## src/rtl/sat_counter.sv

```systemverilog
// sat_counter
//   Up-counter that sticks at its all-ones value instead of wrapping.
//   clk_i  : rising-edge clock
//   rst_ni : asynchronous active-low reset
//   inc_i  : count up by one (ignored once saturated)
//   clr_i  : synchronous clear, wins over inc_i
//   cnt_o  : current count
module sat_counter #(
  parameter int CNT_W = 16
) (
  input  logic             clk_i,
  input  logic             rst_ni,
  input  logic             inc_i,
  input  logic             clr_i,
  output logic [CNT_W-1:0] cnt_o
);

  localparam logic [CNT_W-1:0] CNT_MAX = '1;

  logic [CNT_W-1:0] cnt_q, cnt_d;

  always_comb begin
    cnt_d = cnt_q;
    if (clr_i) begin
      cnt_d = '0;
    end else if (inc_i && (cnt_q != CNT_MAX)) begin
      cnt_d = cnt_q + CNT_W'(1);
    end
  end

  always_ff @(posedge clk_i or negedge rst_ni) begin
    if (!rst_ni) begin
      cnt_q <= '0;
    end else begin
      cnt_q <= cnt_d;
    end
  end

  assign cnt_o = cnt_q;

endmodule

```

## config.mk

```make
export PLATFORM = sky130hd
export DESIGN_NAME = sat_counter
export DESIGN_NICKNAME = d
export VERILOG_FILES = /design/src/rtl/sat_counter.sv
export SDC_FILE = /design/constraint.sdc
export NUM_CORES = 1
export LEC_CHECK = 0
export BUFFER_PORTS_ARGS = -buffer_cell sky130_fd_sc_hd__buf_2
export CAP_MARGIN = 40
export CORE_UTILIZATION = 49
export CTS_CLUSTER_DIAMETER = 100
export CTS_CLUSTER_SIZE = 8
export DETAILED_ROUTE_END_ITERATION = 16
export PLACE_DENSITY = 0.73
export SETUP_SLACK_MARGIN = 0.1
export SLEW_MARGIN = 20
export SYNTH_ARGS = -nofsm -noshare
export SYNTH_HDL_FRONTEND = slang
export SYNTH_SLANG_ARGS = --single-unit
export TNS_END_PERCENT = 100
```

## constraint.sdc

```tcl
create_clock -name clk_i -period 2 [get_ports clk_i]
set_input_delay 0.4 -clock clk_i [delete_from_list [all_inputs] [get_ports clk_i]]
set_output_delay 0.4 -clock clk_i [all_outputs]
set_load 0.01 [all_outputs]
```

Yosys cells after proc, flatten, opt, wreduce, memory -nomap -nowiden:

Index checks and enable logic that the tools add are counted.

* $add $sub $neg: 1
* multiplexer cells: 2
* equal/unequal tests: 1
* reductions and logical operators: 2

Operators by type and width (count)
* 16-bit 2-to-1 mux: 2
* 16-bit by 1-bit adder with 16-bit output (second input constant): 1
* 16-bit inequality test (second input constant): 1
* 2-bit nonzero test: 1
* 1-bit logical AND: 1

* input bits: 4
* output and inout bits: 16
* bits in registers: 16
* word-level logic and storage cells: 7

Depth between registers and ports, before layout:

Gate-level depths: netlist (run 1).

* word-level depth: 4
* depth in mapped cells: 6
* depth with buffers taken out: 5

Least setup slack after synthesis (run 1):

Ideal clock, no wire load.

* kind: register to register
* start: register cnt_q[0] (netlist: cnt_o[0])
* end: register cnt_q[15] (netlist: cnt_o[15])
* arrival: 1670 ps
* library setup time: 128 ps
* stages on the path, launching flop included: 6
* path buffers: 0
* setup slack: 202 ps
* period minus slack after synthesis: 1798 ps
* required time: 1872 ps
* cell sequence: dfrtp_1 -> ha_1 -> nand4_2 -> nor4_4 -> nor4_1 -> mux2_1

* cells in the longest elaborated chain, start to end: 3

RTL lines
* start: declaration: line 20 `logic [CNT_W-1:0] cnt_q, cnt_d;`
* start signal: assignment: line 35 `cnt_q <= cnt_d;`
* 16-bit by 1-bit adder with 16-bit output or 16-bit inequality test (tied branches): line 27, 26
* 16-bit 2-to-1 mux or 1-bit logical AND (tied branches): line 26 `end else if (inc_i && (cnt_q != CNT_MAX)) begin`
* 16-bit 2-to-1 mux or 2-bit nonzero test (tied branches)

Several ways; a longest one is shown, not always the timed one. The select of a mux whose other input is x is not followed.
A chain may end at the register's enable or synchronous reset.

Worst setup path after layout (run 1):

* start: register cnt_q[1] (netlist: cnt_o[1])
* end: register cnt_q[12] (netlist: cnt_o[12])

The elaborated chain is that of the path after synthesis.

==> Flow_metrics.wiki, run 1 <==
{| class="wikitable"
! Metric !! Value
|-
| Status || finished clean
|-
| Total wire length || about 2200 um
|-
| Min cycle time layout || ~1.8 ns
|-
| Max FO, Critical Path || 8
|-
| Register area share after synthesis || 0.4250
|-
| Crit start category || register
|-
| Post-Synth Simple-Gate Area || 0.3121
|-
| Fill count || 159
|-
| Aggregate negative setup slack || 0 ns
|-
| H-Tree Depth || 1
|-
| Compound-gate portion of the synthesized area || 0.1620
|-
| Slew at the pin closest to its max-slew limit || about 0.46 ns
|-
| Number of setup violations in the final report || 0
|-
| CP endpoint kind || register
|-
| Post-route clock skew || approximately 0.0014 ns
|-
| Worst voltage drop across the vdd grid || 0.0003350 V
|-
| Wire length of the first global-routing pass || around 3500 um
|-
| Number of port buffers || 19
|-
| Hold WC Path Type || in -> async
|-
| Worst path required time || about 2.2 ns
|-
| N_diodes || 0
|-
| Overall power after layout || 0.5936 mW
|-
| Number of pins with negative max-slew slack in the final report || 0
|-
| Most frequent cells in the layout || sky130_fd_sc_hd__buf_2 (19), sky130_fd_sc_hd__dfrtp_1 (16), sky130_fd_sc_hd__a21oi_1 (11)
|-
| Number of top-level pins || 20
|-
| Die Footprint || 2102 um2
|-
| Leakage power of the design || just over 0.5 nW
|-
| Total DRC errors in the routed layout || 0
|-
| Non-filler instance count after layout || between 100 and 150
|-
| Root buf cell || sky130_fd_sc_hd__clkbuf_4
|-
| Nets || 127
|-
| Detailed-route wire length per cell || roughly 15 um
|-
| Multiplexer share of the synthesized area || 0.04781
|-
| Clock group share of total power || 0.371
|-
| Total clock buffers created by CTS || 3
|-
| Routability cong. || between 0.7 and 0.8
|-
| Final worst path period share || 0.9106
|-
| Number of hold-repair buffers added at the cts stage || 0
|-
| Worst endpoint data arrival time || about 2 ns
|-
| Core box area || 1764 um2
|-
| Row Count || 15
|-
| Synthesized instance count || between 90 and 100
|-
| Library cell occupying the most area in the post-synthesis netlist || sky130_fd_sc_hd__dfrtp_1
|-
| Number of routed nets with antenna violations || 0
|-
| Share of power burned in combinational logic || 0.074
|-
| Insertion delay to the later sink of the worst-skew pair || ~0.29 ns
|-
| Remaining global-route overflow || 0
|-
| Cell total after placement || 140
|-
| Net switching power || 0.1413 mW
|-
| Dominant combinational cell family by area after synthesis || simple AND/OR/NAND/NOR gates
|-
| Cell-internal power || between 0.4 and 0.5 mW
|-
| Kind of critical path || reg -> reg
|-
| Flip-flop and latch count after synthesis || 16
|-
| Vias per cell || ~6.1
|-
| Netlist cell types || 28
|-
| Share of total power in sequential cells || 0.555
|-
| Net Count, Synth || between 100 and 150
|-
| Netlist area before placement || 942.2 um2
|-
| Cells taking the most area after synthesis || sky130_fd_sc_hd__dfrtp_1 (42%), sky130_fd_sc_hd__a21oi_1 (5.8%), sky130_fd_sc_hd__o31ai_1 (5.6%)
|-
| Clock tree sinks || 16
|-
| Die span in x || 45.85 um
|-
| Effective utilization at floorplan || 0.5340
|-
| Die span in y || 45.85 um
|-
| Vias in the first global route || between 700 and 800
|-
| Pwr per Cell Area || ~520 nW/um2
|-
| Final hold violation count || 0
|-
| Mean cell area of the mapped netlist || just under 10 um2
|-
| Iteration-0 DRC Markers || 12
|-
| Maximum buffer depth of the clock tree || 2
|-
| Yosys warning count || 0
|-
| Number of maximum-capacitance constraint violations || 0
|-
| Yosys top cell area share || 0.4250
|-
| Setup repair after global routing missed its margin || no
|-
| Total number of vias || about 900
|-
| Syn-to-layout area delta || 20.05%
|-
| Slew HR || 0.6886
|-
| CTS tree || yes
|-
| Post-DP HPWL || roughly 1500 um
|-
| Flip-flop count of the largest register after layout || 16
|-
| Adder-Cell Fraction of Synth Area || 0.01328
|-
| Proportion of total power due to net switching || 0.2379
|-
| Total global-route track usage || 0.2322
|-
| Clock transition at path regs || 0.10 ns
|-
| Top achievable clock speed || 549.1 MHz
|-
| R2R Setup Slk || roughly 0.18 ns
|-
| Pin count of the biggest net entering global routing || 21
|-
| Antenna violations before repair || 0
|-
| Ratio of cells with drive above 1 in the final layout || 0.3140
|-
| Detailed-routing iteration count for the pre-antenna-repair pass || 4
|-
| Synthesized-area fraction occupied by xor and xnor cells || 0
|-
| Most common cell after layout, fill and taps aside || sky130_fd_sc_hd__buf_2
|}
per-stage QoR:
stage	setup WS [ns]	hold WS, ns	util	area, um2
floorplan	0.2023	0.1044	-	942.2
global placement	0.1995	0.3371	0.6106	1077
detailed placement	0.1433	0.3379	0.6106	1077
CTS	0.1300	0.01552	0.6312	1114
global route	0.07332	0.02074	0.6411	1131
finish	0.1788	0.004502	0.6411	1131
cell usage after synthesis:
library cell / n
sky130_fd_sc_hd__or4_2: 2
sky130_fd_sc_hd__nor4_1: 4
sky130_fd_sc_hd__nand3_1: 3
sky130_fd_sc_hd__nor2_1: 4
sky130_fd_sc_hd__nand2_1: 6
sky130_fd_sc_hd__dfrtp_1: 16
sky130_fd_sc_hd__clkbuf_1: 4
sky130_fd_sc_hd__o31ai_1: 7
sky130_fd_sc_hd__nand4_1: 6
sky130_fd_sc_hd__mux2_1: 4
sky130_fd_sc_hd__ha_1: 1
sky130_fd_sc_hd__or3_2: 1
sky130_fd_sc_hd__and4_2: 2
sky130_fd_sc_hd__buf_6: 1
sky130_fd_sc_hd__nand4_2: 1
sky130_fd_sc_hd__inv_1: 3
sky130_fd_sc_hd__o211ai_2: 1
sky130_fd_sc_hd__and3_1: 2
sky130_fd_sc_hd__o21ai_0: 1
sky130_fd_sc_hd__or4_1: 5
sky130_fd_sc_hd__a21oi_1: 11
sky130_fd_sc_hd__a211oi_2: 1
sky130_fd_sc_hd__nor3_1: 1
sky130_fd_sc_hd__nor4_4: 1
sky130_fd_sc_hd__nor2b_1: 4
sky130_fd_sc_hd__nand3b_1: 1
sky130_fd_sc_hd__or3_1: 2
sky130_fd_sc_hd__o21ai_1: 3
what timing repair did:
action / 4_1_cts / 5_1_grt
resized for setup: 0 / 1
setup endpoints to repair: 0 / 12
buffers inserted: 0 / 2
worst paths after layout:
check	startpoint	endpoint	depth (start not counted)
min in group clk_i	inc_i	cnt_o[1]$_DFFE_PN0P_	3
min reg2reg	cnt_o[14]$_DFFE_PN0P_	cnt_o[14]$_DFFE_PN0P_	2
max in group asynchronous	rst_ni	cnt_o[13]$_DFFE_PN0P_	1
min	rst_ni	cnt_o[14]$_DFFE_PN0P_	1
max reg2reg	cnt_o[1]$_DFFE_PN0P_	cnt_o[12]$_DFFE_PN0P_	5
max	cnt_o[1]$_DFFE_PN0P_	cnt_o[12]$_DFFE_PN0P_	5
critical path: stages, from the launching register on:
cell                       delay [ns]
sky130_fd_sc_hd__dfrtp_1         0.43
sky130_fd_sc_hd__ha_2            0.24
sky130_fd_sc_hd__and4_2          0.26
sky130_fd_sc_hd__o211ai_2        0.18
sky130_fd_sc_hd__or4_1           0.50
sky130_fd_sc_hd__a21oi_1         0.15
power groups by stage:
stage               Sequential [mW]  Clock (mW)  Combinational [mW]
global route                  0.330       0.243              0.0494
CTS                           0.329       0.227              0.0412
floorplan                     0.337           0              0.0182
detailed placement            0.336           0              0.0410
global placement              0.335           0              0.0401
finish                        0.329       0.220              0.0441
layer usage:
layer,global-route usage,wire [um]
met4,0.08824,13
met1,0.3047,1002
met3,0.04762,71
met2,0.3718,1074
met5,0,0
final cells by class:
type	instances	area (um2)	share of cell area
clock buffers	4	36.28	0.03208
inverters	3	11.26	0.009956
multi-input cells	74	506.7	0.4480
flip-flops and latches	16	400.4	0.3540
well taps	25	31.28	0.02765
repair buffers	24	145.1	0.1283
cell families after synthesis:
logic type / Yosys count
compound gates: 24
fa+ha+maj: 1
buf+inv: 8
flops: 16
mux: 4
simple gates: 45
Power figures use the tool's default switching activity.
==> run 2, diff against run 1 <==
--- a/config.mk
+++ b/config.mk
@@ -7,11 +7,12 @@
 export LEC_CHECK = 0
 export BUFFER_PORTS_ARGS = -buffer_cell sky130_fd_sc_hd__buf_2
 export CAP_MARGIN = 40
-export CORE_UTILIZATION = 49
+export CORE_UTILIZATION = 50
 export CTS_CLUSTER_DIAMETER = 100
 export CTS_CLUSTER_SIZE = 8
 export DETAILED_ROUTE_END_ITERATION = 16
-export PLACE_DENSITY = 0.73
+export PLACE_DENSITY = 0.74
+export RECOVER_POWER = 25
 export SETUP_SLACK_MARGIN = 0.1
 export SLEW_MARGIN = 20
 export SYNTH_ARGS = -nofsm -noshare
==> run 2 against run 1 <==
Compared with the run above: via count shrank 1.4%; largest cell class unchanged; sequential share of layout area grew 0.76 points; critical path type unchanged; final area shrank 2.1%; highest routed layer unchanged; utilization shrank 0.67 points.
==> Flow_metrics.wiki, run 2 (synthesis results as in run 1) <==
{| class="wikitable"
! Metric !! Value
|-
| Status || finished clean
|-
| Detailed-route wire length per cell || 15.37 um (+3.8%)
|-
| Remaining global-route overflow || 0 (unchanged)
|-
| Number of buffers and inverters on the critical path || 1 (+1)
|-
| N_diodes || 0 (unchanged)
|-
| Number of hold-repair buffers added at the cts stage || 0 (unchanged)
|-
| Worst endpoint data arrival time || 2.00 ns (-0.04 ns)
|-
| Max FO, Critical Path || 5 (-3)
|-
| Total global-route track usage || 0.2338 (+0.001620)
|-
| Kind of critical path || reg -> reg
|-
| Routed metal-1 wirelength || 1092 um (+9.0%)
|-
| Wire length of the first global-routing pass || 3491 um (+0.81%)
|-
| Setup repair after global routing missed its margin || yes
|-
| Detailed-routing iteration count for the pre-antenna-repair pass || 4 (unchanged)
|-
| Number of setup violations in the final report || 0 (unchanged)
|-
| Insertion delay to the later sink of the worst-skew pair || 0.28 ns (about the same)
|-
| Number of top-level pins || 20 (unchanged)
|-
| Syn-to-layout area delta || 17.53%
|-
| Final worst path period share || 0.9191 (+0.008459)
|-
| Effective utilization at floorplan || 0.5398 (+0.005742)
|-
| Die span in x || 45.41 um (-0.96%)
|-
| Fill count || 162 (+1.9%)
|-
| Vias per cell || 6.014 (-0.68%)
|-
| Detailed route wirelength on metal2 || 1060 um (-1.3%)
|-
| Flip-flop count of the largest register after layout || 16 (unchanged)
|-
| Number of routed nets with antenna violations || 0 (unchanged)
|-
| Min cycle time layout || 1.838 ns (+0.01692 ns)
|-
| Post-route clock skew || 0.002284 ns (+0.0009039 ns)
|-
| Die Footprint || 2062 um2 (-1.9%)
|-
| Post-DP HPWL || 1477 um (-0.91%)
|-
| Final core utilization || 0.6344 (-0.006726)
|-
| Vias in the first global route || 716 (-6.2%)
|-
| Total wire length || 2228 um (+3.1%)
|-
| Leakage power of the design || 0.5066 nW (-2.4%)
|-
| Root buf cell || sky130_fd_sc_hd__clkbuf_4
|-
| Most frequent cells in the layout || sky130_fd_sc_hd__buf_2 (18), sky130_fd_sc_hd__dfrtp_1 (16), sky130_fd_sc_hd__a21oi_1 (10)
|-
| Slew HR || 0.4074 (-0.2812)
|-
| Ordered cell list for the critical path || buf_4 > and4_2 > nand4_1 > nor4_1 > mux2_1
|-
| Cell class contributing the biggest share of worst-path delay || simple AND/OR/NAND/NOR gates
|-
| Pin count of the biggest net entering global routing || 23 (+9.5%)
|-
| Delay contributed by the slowest stage of the critical path || 0.40 ns (-0.10 ns)
|-
| Slew at the pin closest to its max-slew limit || 0.8888 ns (+0.4253 ns)
|-
| Aggregate negative setup slack || 0 ns (unchanged)
|-
| Die span in y || 45.41 um (-0.96%)
|-
| Crit start category || register
|-
| Total number of vias || 872 (-1.4%)
|-
| Worst path required time || 2.17 ns (-0.05 ns)
|-
| Final hold violation count || 0 (unchanged)
|-
| Total DRC errors in the routed layout || 0 (unchanged)
|-
| Antenna violations before repair || 0 (unchanged)
|-
| Core box area || 1745 um2 (-1.1%)
|-
| Total met3 wirelength after detailed routing || 62 um (-13%)
|-
| Iteration-0 DRC Markers || 21 (+9)
|-
| Number of port buffers || 19 (unchanged)
|-
| Top achievable clock speed || 544.0 MHz (-0.92%)
|-
| Pwr per Cell Area || 492.9 nW/um2 (-6.1%)
|-
| Top layer in use || met4
|-
| Area taken by multi-input logic gates || 510.5 um2 (+0.74%)
|-
| Maximum buffer depth of the clock tree || 2 (unchanged)
|-
| Cell with the largest stage delay on the worst path || sky130_fd_sc_hd__dfrtp_1
|-
| Nets || 127 (unchanged)
|-
| Routability cong. || 0.7871 (about the same)
|-
| Clock transition at path regs || 0.10 ns (about the same)
|-
| Sequential cell area in the final layout || 400.4 um2 (unchanged)
|-
| Hold WC Path Type || in -> async
|-
| Most common cell after layout, fill and taps aside || sky130_fd_sc_hd__buf_2
|-
| Number of maximum-capacitance constraint violations || 0 (unchanged)
|-
| CP endpoint kind || register
|-
| Number of pins with negative max-slew slack in the final report || 0 (unchanged)
|-
| Row Count || 15 (unchanged)
|-
| Ratio of cells with drive above 1 in the final layout || 0.3083 (-0.005716)
|-
| Total clock buffers created by CTS || 3 (unchanged)
|-
| CTS tree || yes
|-
| Worst voltage drop across the vdd grid || 0.0003143 V (-6.2%)
|-
| Clock tree sinks || 16 (unchanged)
|-
| H-Tree Depth || 1 (unchanged)
|}
run 2: routing by layer:
metal,vias up,GRT usage
li1,425,-
met1,426,0.3450
met2,19,0.3657
met3,2,0.03571
met4,0,0.03636
met5,-,0
run 2: area by class of cell:
class,count,share of cell area
multi-input cells,74,0.4610
flip-flops and latches,16,0.3616
repair buffers,24,0.1186
well taps,25,0.02825
clock buffers,3,0.02034
inverters,3,0.01017
run 2: final timing paths:
path,slack (ns),depth (start not counted),start,end
setup / recovery,0.16,5,cnt_o[1]$_DFFE_PN0P_,cnt_o[13]$_DFFE_PN0P_
hold / removal,0.21,1,rst_ni,cnt_o[7]$_DFFE_PN0P_
setup reg to reg,0.16,5,cnt_o[1]$_DFFE_PN0P_,cnt_o[13]$_DFFE_PN0P_
hold reg to reg,0.60,2,cnt_o[14]$_DFFE_PN0P_,cnt_o[14]$_DFFE_PN0P_
max in group asynchronous,1.25,1,rst_ni,cnt_o[10]$_DFFE_PN0P_
min in group clk_i,0.46,3,inc_i,cnt_o[1]$_DFFE_PN0P_
run 2: worst register-to-register path, delay by kind of cell (launching register included):
family / cells / cell delay, ns
DFF: 1 / 0.40
buffers and inverters: 1 / 0.13
and+or+nand+nor: 3 / 0.84
muxes: 1 / 0.36
run 2: report_power, final:
group          internal [mW]  switching (mW)  leakage (nW)
sequential             0.326         0.00275         0.222
combinational         0.0160          0.0304         0.271
clock                 0.0696           0.101        0.0138
run 2: per-stage QoR:
step	setup WS (ns)	hold WS (ns)	power [mW]	area, um2	instances
CTS	0.1297	0.04039	0.5431	1087	143
global route	0.05929	0.2912	0.5670	1107	145
floorplan	0.2023	0.1044	0.3556	942.2	98
global placement	0.1705	0.3331	0.3709	1050	138
detailed placement	0.1175	0.3444	0.3724	1050	138
finish	0.1619	0.2121	0.5458	1107	145
run 2: what timing repair did:
| action | CTS | global route |
|---|---|---|
| setup buffers | 2 | 2 |
| setup endpoints to repair | 1 | 13 |
| gates resized for setup | 0 | 2 |
| pin swaps | 0 | 2 |
==> run 3, diff against run 2 <==
--- a/config.mk
+++ b/config.mk
@@ -7,11 +7,11 @@
 export LEC_CHECK = 0
 export BUFFER_PORTS_ARGS = -buffer_cell sky130_fd_sc_hd__buf_2
 export CAP_MARGIN = 40
-export CORE_UTILIZATION = 50
+export CORE_UTILIZATION = 47
 export CTS_CLUSTER_DIAMETER = 100
 export CTS_CLUSTER_SIZE = 8
 export DETAILED_ROUTE_END_ITERATION = 16
-export PLACE_DENSITY = 0.74
+export PLACE_DENSITY = 0.73
 export RECOVER_POWER = 25
 export SETUP_SLACK_MARGIN = 0.1
 export SLEW_MARGIN = 20
==> constraint.sdc (replaced) <==
create_clock -name clk_i -period 1.6 [get_ports clk_i]
set_input_delay 0.32 -clock clk_i [delete_from_list [all_inputs] [get_ports clk_i]]
set_output_delay 0.32 -clock clk_i [all_outputs]
set_load 0.01 [all_outputs]
==> run 3 against run 2 <==
Compared with the run above: hold slack better by 0.22 ns; first-iteration DRC count increased to 3.0 times the previous value; total power is 40% higher; global-route usage grew 12 points; clock power increased by 66%; sequential cell count is the same; largest power group unchanged; the flow now finishes with violations (negative setup slack); sequential power is 26% higher; clock skew rose by 0.011 ns; worst setup slack worse by 0.36 ns; combinational power rose by 51%.
==> Flow_metrics.wiki, run 3 (synthesis results as in run 1) <==
{| class="wikitable"
! Metric !! Value
|-
| Status || complete, but fails checks
|-
| Failing checks || negative setup slack
|-
| Total clock buffers created by CTS || 3 (unchanged)
|-
| Top layer in use || met4
|-
| Endpoint, Worst Hold || cnt_o[3]$_DFFE_PN0P_
|-
| Slew HR || 0.3794 (-0.02803)
|-
| Number of setup violations in the final report || 13 (+13)
|-
| Non-filler instance count after layout || 186 (+28%)
|-
| Total global-route track usage || 0.3531 (+0.1193)
|-
| Clock group share of total power || 0.370 (+0.058)
|-
| Aggregate negative setup slack || -1.688 ns (-1.688 ns)
|-
| Detailed-routing iteration count for the pre-antenna-repair pass || 4 (unchanged)
|-
| Crit start category || register
|-
| Die span in x || 46.77 um (+3.0%)
|-
| Number of routed nets with antenna violations || 0 (unchanged)
|-
| Hold WC Path Type || in -> reg
|-
| Overall power after layout || 0.7666 mW (+40%)
|-
| Final hold violation count || 0 (unchanged)
|-
| Maximum buffer depth of the clock tree || 2 (unchanged)
|-
| Remaining global-route overflow || 0 (unchanged)
|-
| Share of power burned in combinational logic || 0.091 (+0.006)
|-
| Wire length of the first global-routing pass || 5285 um (+51%)
|-
| Cell-internal power || 0.5722 mW (+39%)
|-
| Nets || 167 (+31%)
|-
| Die span in y || 46.77 um (+3.0%)
|-
| Insertion delay to the later sink of the worst-skew pair || 0.31 ns (+0.03 ns)
|-
| Dpl ws || -0.1335 ns (-0.2510 ns)
|-
| Most frequent cells in the layout || sky130_fd_sc_hd__buf_4 (37), sky130_fd_sc_hd__buf_2 (17), sky130_fd_sc_hd__dfrtp_1 (16)
|-
| Slew at the pin closest to its max-slew limit || 0.9309 ns (+0.04205 ns)
|-
| Kind of critical path || reg -> reg
|-
| Delay contributed by the slowest stage of the critical path || 0.41 ns (about the same)
|-
| Clock transition at path regs || 0.11 ns (about the same)
|-
| Worst R2R Path Depth || 6 (+1)
|-
| Number of port buffers || 19 (unchanged)
|-
| Post-route clock skew || 0.01364 ns (+0.01136 ns)
|-
| Total met3 wirelength after detailed routing || 259 um (+320%)
|-
| Total DRC errors in the routed layout || 0 (unchanged)
|-
| CTS tree || yes
|-
| Detailed route wirelength on metal2 || 1828 um (+72%)
|-
| Worst Hold Margin || 0.4368 ns (+0.2246 ns)
|-
| Sequential cell area in the final layout || 400.4 um2 (unchanged)
|-
| Final core utilization || 0.8764 (+0.2420)
|-
| Proportion of total power due to net switching || 0.2536 (+0.008134)
|-
| Row Count || 15 (unchanged)
|-
| H-Tree Depth || 1 (unchanged)
|-
| Pwr per Cell Area || 485.5 nW/um2 (-1.5%)
|-
| Cell total after placement || 167 (+21%)
|-
| Iteration-0 DRC Markers || 64 (+200%)
|-
| Leakage power of the design || 0.7298 nW (+44%)
|-
| Ordered cell list for the critical path || nand4_1 > nor4_4 > buf_6 > buf_6 > nor4_4 > mux2_1
|-
| CP endpoint kind || register
|-
| Min cycle time layout || 1.803 ns (-0.03551 ns)
|-
| N_diodes || 0 (unchanged)
|-
| Fill count || 85 (-48%)
|-
| Launching point of the worst reg2reg path || cnt_o[10]$_DFFE_PN0P_
|-
| Final worst path period share || 1.127 (+0.2076)
|-
| Cell with the largest stage delay on the worst path || sky130_fd_sc_hd__dfrtp_1
|-
| Worst voltage drop across the vdd grid || 0.0005664 V (+80%)
|-
| Total wire length || 3550 um (+59%)
|-
| Effective utilization at floorplan || 0.5229 (-0.01687)
|-
| Ratio of cells with drive above 1 in the final layout || 0.5714 (+0.2631)
|-
| Endpoint of the most critical register-to-register path || cnt_o[13]$_DFFE_PN0P_
|-
| Routed metal-1 wirelength || 1384 um (+27%)
|-
| Root buf cell || sky130_fd_sc_hd__clkbuf_4
|-
| Post-DP HPWL || 1837 um (+24%)
|-
| Die Footprint || 2187 um2 (+6.1%)
|-
| Clock tree sinks || 16 (unchanged)
|-
| Flip-flop count of the largest register after layout || 16 (unchanged)
|-
| WHS Path Cells || 2
|-
| Top achievable clock speed || 554.7 MHz (+2.0%)
|-
| Routability cong. || 0.7889 (+0.23%)
|-
| Origin of the worst min-delay path || clr_i
|-
| Syn-to-layout area delta || 67.60%
|-
| Most common cell after layout, fill and taps aside || sky130_fd_sc_hd__buf_4
|-
| Detailed-route wire length per cell || 19.09 um (+24%)
|-
| Worst endpoint data arrival time || 1.99 ns (about the same)
|-
| Antenna violations before repair || 0 (unchanged)
|-
| Worst path required time || 1.79 ns (-0.38 ns)
|-
| Total number of vias || 1,161 (+33%)
|-
| Area taken by multi-input logic gates || 633.1 um2 (+24%)
|-
| Pin count of the biggest net entering global routing || 21 (-8.7%)
|-
| Min setup slack post-route || -0.2026 ns (-0.3645 ns)
|-
| Core box area || 1802 um2 (+3.2%)
|-
| Max FO, Critical Path || 5 (unchanged)
|-
| Vias per cell || 6.242 (+3.8%)
|-
| Net switching power || 0.1944 mW (+45%)
|-
| R2R Setup Slk || -0.20 ns (-0.36 ns)
|-
| Cell area after layout || 1579 um2 (+43%)
|-
| Placement Cell Area || 1285 um2 (+22%)
|-
| Setup repair after global routing missed its margin || yes
|-
| Share of total power in sequential cells || 0.539 (-0.064)
|-
| Vias in the first global route || 1,081 (+51%)
|-
| Number of top-level pins || 20 (unchanged)
|-
| Number of maximum-capacitance constraint violations || 0 (unchanged)
|-
| Number of pins with negative max-slew slack in the final report || 0 (unchanged)
|}
==> run 3: worst max-delay path by stage <==
stage / depth (start not counted) / endpoint / slack, ns / from
after CTS: 5 / cnt_o[7]$_DFFE_PN0P_ / -0.11 / cnt_o[0]$_DFFE_PN0P_
after floorplan: 4 / cnt_o[15]$_DFFE_PN0P_ / -0.05 / cnt_o[14]$_DFFE_PN0P_
after global placement: 5 / cnt_o[7]$_DFFE_PN0P_ / -0.08 / cnt_o[3]$_DFFE_PN0P_
after detailed placement: 5 / cnt_o[7]$_DFFE_PN0P_ / -0.13 / cnt_o[3]$_DFFE_PN0P_
after global routing: 6 / cnt_o[15]$_DFFE_PN0P_ / -0.24 / cnt_o[10]$_DFFE_PN0P_
final: 6 / cnt_o[13]$_DFFE_PN0P_ / -0.20 / cnt_o[10]$_DFFE_PN0P_
==> run 3: area by class of cell <==
type                            instances  share of cell area
Inverter                                3            0.007132
Clock buffer                            4             0.02298
Tap cell                               25             0.01981
Timing Repair Buffer                   64              0.2956
Multi-Input combinational cell         74              0.4010
Sequential cell                        16              0.2536
==> run 3: per-layer routing <==
layer,global-route usage,up-vias
li1,-,512
met1,0.4227,569
met2,0.6167,70
met3,0.08846,10
met4,0.1200,0
met5,0,-
==> run 3: worst max-delay path, delay by kind of cell (launching register included) <==
kind | cells | cell delay [ns]
flip-flops | 1 | 0.41
AND/OR/NAND/NOR | 3 | 0.63
buffers and inverters | 2 | 0.32
multiplexers | 1 | 0.33
==> run 3: repair_timing <==
item | in CTS | in global routing
endpoints found under the setup margin | 15 | 17
pin swaps | 13 | 8
resized for setup | 23 | 8
hold endpoints to repair | 16 | 0
buffers inserted | 13 | 1
hold buffers | 1 | 0
==> run 3: power by group through the flow <==
| stage | Combinational [mW] | Sequential, mW | Clock, mW |
|---|---|---|---|
| after floorplan | 0.0231 | 0.422 | 0 |
| after global placement | 0.0591 | 0.419 | 0 |
| after detailed placement | 0.0611 | 0.419 | 0 |
| after CTS | 0.0672 | 0.412 | 0.279 |
| after global routing | 0.0748 | 0.413 | 0.298 |
| final | 0.0701 | 0.413 | 0.283 |
